==> config.mk <==
export PLATFORM = sky130hd
export DESIGN_NAME = imem_loader
export DESIGN_NICKNAME = d
export VERILOG_FILES = /design/src/rtl/imem_loader.sv
export SDC_FILE = /design/constraint.sdc
export NUM_CORES = 1
export LEC_CHECK = 0
export CAP_MARGIN = 20
export CORE_UTILIZATION = 58
export DETAILED_ROUTE_END_ITERATION = 8
export GPL_TIMING_DRIVEN = 0
export PLACE_DENSITY = 0.8
export SYNTH_ARGS = -nofsm -noshare
export SYNTH_HDL_FRONTEND = slang
export SYNTH_SLANG_ARGS = --single-unit
==> constraint.sdc <==
create_clock -name clk -period 5.3 [get_ports clk]
set_input_delay 1.06 -clock clk [delete_from_list [all_inputs] [get_ports clk]]
set_output_delay 1.06 -clock clk [all_outputs]
set_load 0.005 [all_outputs]
==> src/rtl/imem_loader.sv <==
// Boot-time instruction memory loader: accepts a length-prefixed, checksummed word
// stream, writes it to memory, reads it back to verify, then releases the CPU.
module imem_loader #(
    parameter int unsigned WADDR = 10
) (
    input  logic             clk,
    input  logic             rst_n,
    input  logic             start_i,
    input  logic [31:0]      s_data_i,
    input  logic             s_valid_i,
    output logic             s_ready_o,
    output logic             mem_en_o,
    output logic [3:0]       mem_we_o,
    output logic [WADDR-1:0] mem_addr_o,
    output logic [31:0]      mem_data_o,
    input  logic [31:0]      mem_data_i,
    output logic             busy_o,
    output logic             done_o,
    output logic             err_o,
    output logic             cpu_rst_o
);

    localparam int unsigned CW    = WADDR - 1;
    localparam int unsigned WORDS = 1 << (WADDR - 2);

    typedef enum logic [2:0] {
        S_IDLE, S_LEN, S_DATA, S_CSUM, S_VERIFY, S_DONE, S_ERROR
    } state_t;

    state_t          state_q, state_d;
    logic [CW-1:0]   n_q, n_d;
    logic [CW-1:0]   wcnt_q, wcnt_d;
    logic [CW-1:0]   vcnt_q, vcnt_d;
    logic [31:0]     ssum_q, ssum_d;
    logic [31:0]     rsum_q, rsum_d;
    logic [31:0]     rsum_nxt;
    logic            busy_d, done_d, err_d, cpu_rst_d;
    logic            hs;

    // Ready is a pure decode of the state register.
    assign s_ready_o = (state_q == S_LEN) || (state_q == S_DATA) || (state_q == S_CSUM);
    assign hs        = s_valid_i & s_ready_o;
    assign rsum_nxt  = rsum_q + mem_data_i;

    always_ff @(posedge clk or negedge rst_n) begin
        if (!rst_n) begin
            state_q   <= S_IDLE;
            n_q       <= '0;
            wcnt_q    <= '0;
            vcnt_q    <= '0;
            ssum_q    <= '0;
            rsum_q    <= '0;
            busy_o    <= 1'b0;
            done_o    <= 1'b0;
            err_o     <= 1'b0;
            cpu_rst_o <= 1'b1;
        end else begin
            state_q   <= state_d;
            n_q       <= n_d;
            wcnt_q    <= wcnt_d;
            vcnt_q    <= vcnt_d;
            ssum_q    <= ssum_d;
            rsum_q    <= rsum_d;
            busy_o    <= busy_d;
            done_o    <= done_d;
            err_o     <= err_d;
            cpu_rst_o <= cpu_rst_d;
        end
    end

    // Next-state, datapath updates and memory port drive.
    always_comb begin
        state_d    = state_q;
        n_d        = n_q;
        wcnt_d     = wcnt_q;
        vcnt_d     = vcnt_q;
        ssum_d     = ssum_q;
        rsum_d     = rsum_q;
        mem_en_o   = 1'b0;
        mem_we_o   = 4'h0;
        mem_addr_o = '0;
        mem_data_o = '0;

        case (state_q)
            S_IDLE, S_DONE, S_ERROR: begin
                if (start_i) begin
                    state_d = S_LEN;
                    wcnt_d  = '0;
                    vcnt_d  = '0;
                    ssum_d  = '0;
                    rsum_d  = '0;
                end
            end
            S_LEN: begin
                if (hs) begin
                    n_d = CW'(s_data_i);
                    if (s_data_i == 32'd0 || s_data_i > 32'(WORDS))
                        state_d = S_ERROR;
                    else
                        state_d = S_DATA;
                end
            end
            S_DATA: begin
                // Write commits on the handshake edge itself: zero added latency.
                if (hs) begin
                    mem_en_o   = 1'b1;
                    mem_we_o   = 4'hF;
                    mem_addr_o = {wcnt_q[CW-2:0], 2'b00};
                    mem_data_o = s_data_i;
                    ssum_d     = ssum_q + s_data_i;
                    wcnt_d     = wcnt_q + CW'(1);
                    if (wcnt_q + CW'(1) == n_q)
                        state_d = S_CSUM;
                end
            end
            S_CSUM: begin
                if (hs)
                    state_d = (s_data_i != ssum_q) ? S_ERROR : S_VERIFY;
            end
            S_VERIFY: begin
                mem_en_o   = 1'b1;
                mem_addr_o = {vcnt_q[CW-2:0], 2'b00};
                rsum_d     = rsum_nxt;
                vcnt_d     = vcnt_q + CW'(1);
                if (vcnt_q == n_q - CW'(1))
                    state_d = (rsum_nxt == ssum_q) ? S_DONE : S_ERROR;
            end
            default: state_d = S_IDLE;
        endcase

        busy_d    = (state_d == S_LEN) || (state_d == S_DATA) ||
                    (state_d == S_CSUM) || (state_d == S_VERIFY);
        done_d    = (state_d == S_DONE);
        err_d     = (state_d == S_ERROR);
        cpu_rst_d = (state_d != S_DONE);
    end

endmodule

[Yosys cells after proc, flatten, opt, wreduce, memory -nomap -nowiden]
Cells that the tools add are included.
Word-level totals
  output and inout port bits: 52
  word-level logic and storage cells: 76
  register bits: 98
  bits of input ports: 68
Operators by class
  add/sub/neg operators: 5
  reductions and logical operators: 14
  mux-type cells: 26
  eq/ne operators: 19
  bitwise gates (word level): 1
  order comparisons: 1
Operators with widths (number)
  2-to-1 mux 32 bit: 4
  one-hot mux 32 bit (2 select lines): 2
  adder 32 bit: 2
  one-hot mux 9 bit (2 select lines): 2
  equality test 32 bit: 1
  greater-than comparator 32 x 9 -> 1 bit (second input constant): 1
  logical NOT 32 bit: 1
  inequality test 32 bit: 1
  2-to-1 mux 3 bit: 7
  one-hot mux 10 bit (2 select lines): 1
  adder 9 x 1 -> 9 bit (second input constant): 2
  equality test 3 bit (second input constant): 6
  equality test 9 bit: 2
  2-to-1 mux 9 bit: 2
  one-hot mux 3 bit (5 select lines): 1
  equality test 3 x 2 -> 1 bit (second input constant): 4
  2-to-1 mux 10 bit: 1
  subtractor 9 x 1 -> 9 bit (second input constant): 1
  2-to-1 mux 4 bit: 2
  equality test 3 x 1 -> 1 bit (second input constant): 2
  logical OR 1 bit: 6
  2-to-1 mux 2 bit: 2
  inequality test 2 bit (second input constant): 2
  AND reduction 2 bit: 2
  8 further kinds: 9

[Logic depth before layout (Yosys ltp)]
  depth in word-level cells: 10
  gate-level depth with buffers: 13
  depth with buffers taken out: 13

[Worst setup path before layout]
Ideal clock, no wire load.
  kind: in2reg
  start point: in mem_data_i[0]
  end point: reg state_q[0]
  path buffers: 0
  data arrival time: 4.138 ns
  data required time: 5.235 ns
  cell stages on the path: 13
  setup slack: 1.097 ns
  library setup time: 0.065 ns
  cells stage by stage: ha_1 inv_1 fa_1 nand2b_1 a21oi_2 o31ai_4 o311ai_4 a41oi_2 o21a_2 xnor3_1 or4_4 nor4b_2 or2_1
Between the ends
  word-level cells in the longest chain between the ends: 5
Ends and longest elaborated chain
  start, declared: RTL line 16  | input logic [31:0] mem_data_i,
  adder 32 bit: RTL line 43  | assign rsum_nxt = rsum_q + mem_data_i;
  equality test 32 bit: RTL line 126  | state_d = (rsum_nxt == ssum_q) ? S_DONE : S_ERROR;
  2-to-1 mux 2 bit: RTL line 126
  2-to-1 mux 3 bit: RTL line 125  | if (vcnt_q == n_q - CW'(1))
  one-hot mux 3 bit (5 select lines): RTL line 84  | case (state_q)
  via state_d[0]: RTL line 30  | state_t state_q, state_d;
  end signal, assigned: RTL line 58  | state_q <= state_d;
  end, declared: RTL line 30
The timed path passes the listed nets, and every way through them passes these cells.
A chain may end at the register's enable or synchronous reset.

[Worst setup path in the final report]
  start point: in s_valid_i
  end point: out mem_data_o[26]
Between the ends
  word-level cells in the longest chain between the ends: 3
Ends and longest elaborated chain
  start, declared: RTL line 10  | input logic s_valid_i,
  AND 1 bit: RTL line 42  | assign hs = s_valid_i & s_ready_o;
  2-to-1 mux 32 bit: RTL line 105  | if (hs) begin
  2-to-1 mux 32 bit: RTL line 84
  end, declared: RTL line 15  | output logic [31:0] mem_data_o,
No other way between the ends.

==> summary.txt <==
Run status
  • Status: finished, final reports clean

STA
  • Final hold slack: 0.491 ns
  • Slew Limit Fails: 0
  • Unrepaired setup endpoints after global routing: no
  • Max Clock Skew: ~0.01 ns
  • Final setup fails: 0
  • Fmax: between 150 and 200 MHz
  • Slew @ Worst Pin: 0.863 ns
  • Final hold violations: 0
  • Setup TNS: 0 ns
  • Crit path time final: between 5 and 6 ns
  • Final worst-path cycle share: a little over nine tenths
  • Slew HR: 41.8%

Clock network
  • CTS buffer count: 9
  • Clock sink total: 98
  • Hold-fix buffers, CTS: 0
  • Clk pin slew, worst setup/hold paths: about 0.08 ns
  • CTS tree: built
  • CTS max path bufs: 2
  • H-tree depth: 3
  • Setup repair bufs after CTS: 0
  • Worst skew pair latency: between 0.3 and 0.4 ns
  • CTS Root Buffer Type: clkbuf_16

Route
  • Final WL: around 29 mm
  • DRT iter0 DRCs: ~920
  • DRT antenna net count: 0
  • Vias: about 9k
  • Vias per inst: 6.37
  • Residual DRC count: 0
  • Routed len/inst: ~20 um
  • First-pass iteration count of the detailed router: 7

Placement
  • Cells after DPL: about 1.4k
  • Port buffer count: 116
  • Hpwl dp: around 22 mm
  • Placer Congestion: 0.996

Logic synthesis
  • Ys Warns: 0
  • Synth area leaders: dfrtp_1, ha_1, xnor2_1
  • Main synth FF type: dfrtp_1
  • Most frequent cell after synthesis: nand2_1
  • Syn_area_per_cell: between 8 and 9 um2
  • Post-synth top area share: between 20 and 30%
  • Post-Syn Area: slightly above 9000 um2
  • EDFF count, synth: 0
  • Async set-reset flop share out of synthesis: between 90% and 100%
  • #FFs+latches synth: just under 100
  • Synth cell count leaders: nand2_1, dfrtp_1, o21ai_0
  • Top cell type by total area after synthesis: dfrtp_1
  • Unique cell type count in the Yosys netlist: just over 90
  • Cell count after synthesis: around 1.1k
  • Register area share after synthesis: a little over a quarter

Die
  • Cell Rows: 45
  • # IOs: 120
  • Die Height: 127 um
  • Die area: 16100 um2
  • Initial core utilization: roughly three fifths
  • Die width: approximately 130 um
  • Core area: approximately 15000 um2

Final layout
  • Diode count: 0
  • Layout cell share with drive strength beyond 1: under 10%
  • Final core area utilization: roughly 70%
  • Non-filler cells, final: between 1k and 1.5k
  • Layout area overhead: 19.2%
  • Nets: 1365
  • Fillers: between 1k and 1.5k

Worst setup path
  • Worst path bufs/invs: 6
  • Slowest-stage cell, CP: or4b_1
  • Delay-heaviest family, CP: buffers and inverters
  • CP Class: input pin to primary output
  • Worst path cell trace: clkdlybuf4s50_1 > inv_1 > or4b_1 > inv_1 > clkbuf_2 > clkbuf_2 > and2_1 > clkdlybuf4s50_1
  • Worst setup SP type: input pin
  • Worst Path Required: 4.24 ns
  • Max incr delay on CP: between 0.5 and 0.6 ns
  • Arrival @ worst endpoint: about 4.0 ns
  • Worst-path fanout max: 13
  • CP Capture Type: primary output

Global routing
  • Global-route wire length before repair: ~45 mm
  • Antenna violations before repair: 0
  • GRT Total Usage: ~36%
  • Largest net degree at the start of global routing: 65
  • Vias in the first global route: 8556
  • Remaining Overflow, GRT: 0

Power
  • Power per cell area: ~520 nW/um2
  • Peak supply drop: between 0.0002 and 0.0003 V
  • Leakage component of the power: ~4.6 nW

Min path
  • Worst Hold Class: flip-flop to flip-flop

Flow run
  • Max-cap viol count: 0
## metal layers
layer / vias to the layer above / share of wire (%) / track usage, % / routed length, um
li1: 4282 / - / - / -
met1: 4298 / 44 / 49.7 / 12600
met2: 414 / 44 / 57.0 / 12700
met3: 75 / 7.7 / 5.74 / 2210
met4: 0 / 3.8 / 16.0 / 1100
met5: - / 0 / 0 / 0
## path summary, 6_finish.rpt
check | startpoint | end | slack, ns | depth (start not counted)
hold reg to reg | rsum_q[5]$_DFFE_PN0P_ | rsum_q[5]$_DFFE_PN0P_ | 0.49 | 2
setup reg to reg | rsum_q[0]$_DFFE_PN0P_ | state_q[0]$_DFF_PN0_ | 1.17 | 13
max in group asynchronous | rst_n | cpu_rst_o$_DFF_PN1_ | 3.88 | 2
hold / removal | rsum_q[5]$_DFFE_PN0P_ | rsum_q[5]$_DFFE_PN0P_ | 0.49 | 2
min in group asynchronous | rst_n | rsum_q[3]$_DFFE_PN0P_ | 0.67 | 1
setup / recovery | s_valid_i | mem_data_o[26] | 0.23 | 8
## worst min-delay path, cell delays in order (launching register included)
cell and delay (ns):
dfrtp_1 0.35, nand2_1 0.05, o21ai_0 0.06
## area by class of cell
cell class | count | area [um2] | share of cell area [%]
sequential | 98 | 2450 | 22.7
timing repair buffer | 118 | 1190 | 11.0
tap | 188 | 235 | 2.18
clock buffer | 9 | 225 | 2.09
clock inverter | 7 | 82.6 | 0.765
buffer | 59 | 275 | 2.55
inverter | 27 | 101 | 0.939
multi-input combinational | 917 | 6230 | 57.7
## cell usage in the layout (no fill, tap or decap), types with 11 or more instances in the layout
cell type / count
nor2_1: 73
nor2b_1: 11
and2_1: 40
nor4_1: 22
ha_1: 65
clkbuf_1: 40
dfrtp_1: 97
o22ai_1: 29
xor2_1: 43
nand4_1: 20
xnor2_1: 61
nand2_1: 131
nand3_1: 13
inv_1: 27
a22o_1: 13
a21o_1: 19
nor3_1: 16
a21oi_1: 76
o21ai_0: 96
clkdlybuf4s50_1: 115
and3_1: 14
## power by group
part	internal (mW)	total (mW)	switching [mW]
Clock	0.376	0.709	0.333
Combinational	1.56	3.66	2.10
Sequential	1.00	1.28	0.284
Total	2.93	5.65	2.72
## cell families after synthesis
| group | Yosys count | synth area share [%] |
|---|---|---|
| compound gates | 342 | 24.6 |
| other cells | 1 | 0.0414 |
| flops | 98 | 27.1 |
| buf+inv | 87 | 4.17 |
| mux | 10 | 1.19 |
| xor+xnor | 112 | 12.1 |
| simple gates | 384 | 21.4 |
| fa+ha+maj | 67 | 9.43 |
## metrics by stage
stage / area, um2 / setup slack, ns / power, mW
CTS: 10800 / 0.0845 / 5.59
detailed placement: 10500 / -0.348 / 4.86
floorplan: 9060 / 1.10 / 3.81
global placement: 10500 / -0.703 / 4.77
global route: 10800 / 0.121 / 6.05
finish: 10800 / 0.233 / 5.65
## state kept, by name, indices dropped and copies added (netlist names)
register,count
busy_o,1
vcnt_q,9
cpu_rst_o,1
rsum_q,32
err_o,1
wcnt_q,9
ssum_q,32
done_o,1
state_q,3
n_q,9
## repair_timing
item	in CTS	in global routing
gates cloned	0	0
gates resized for setup	2	0
setup endpoints to repair	10	9
endpoints found under the hold margin	0	0
No activity file was read; power rests on OpenSTA's default activity.
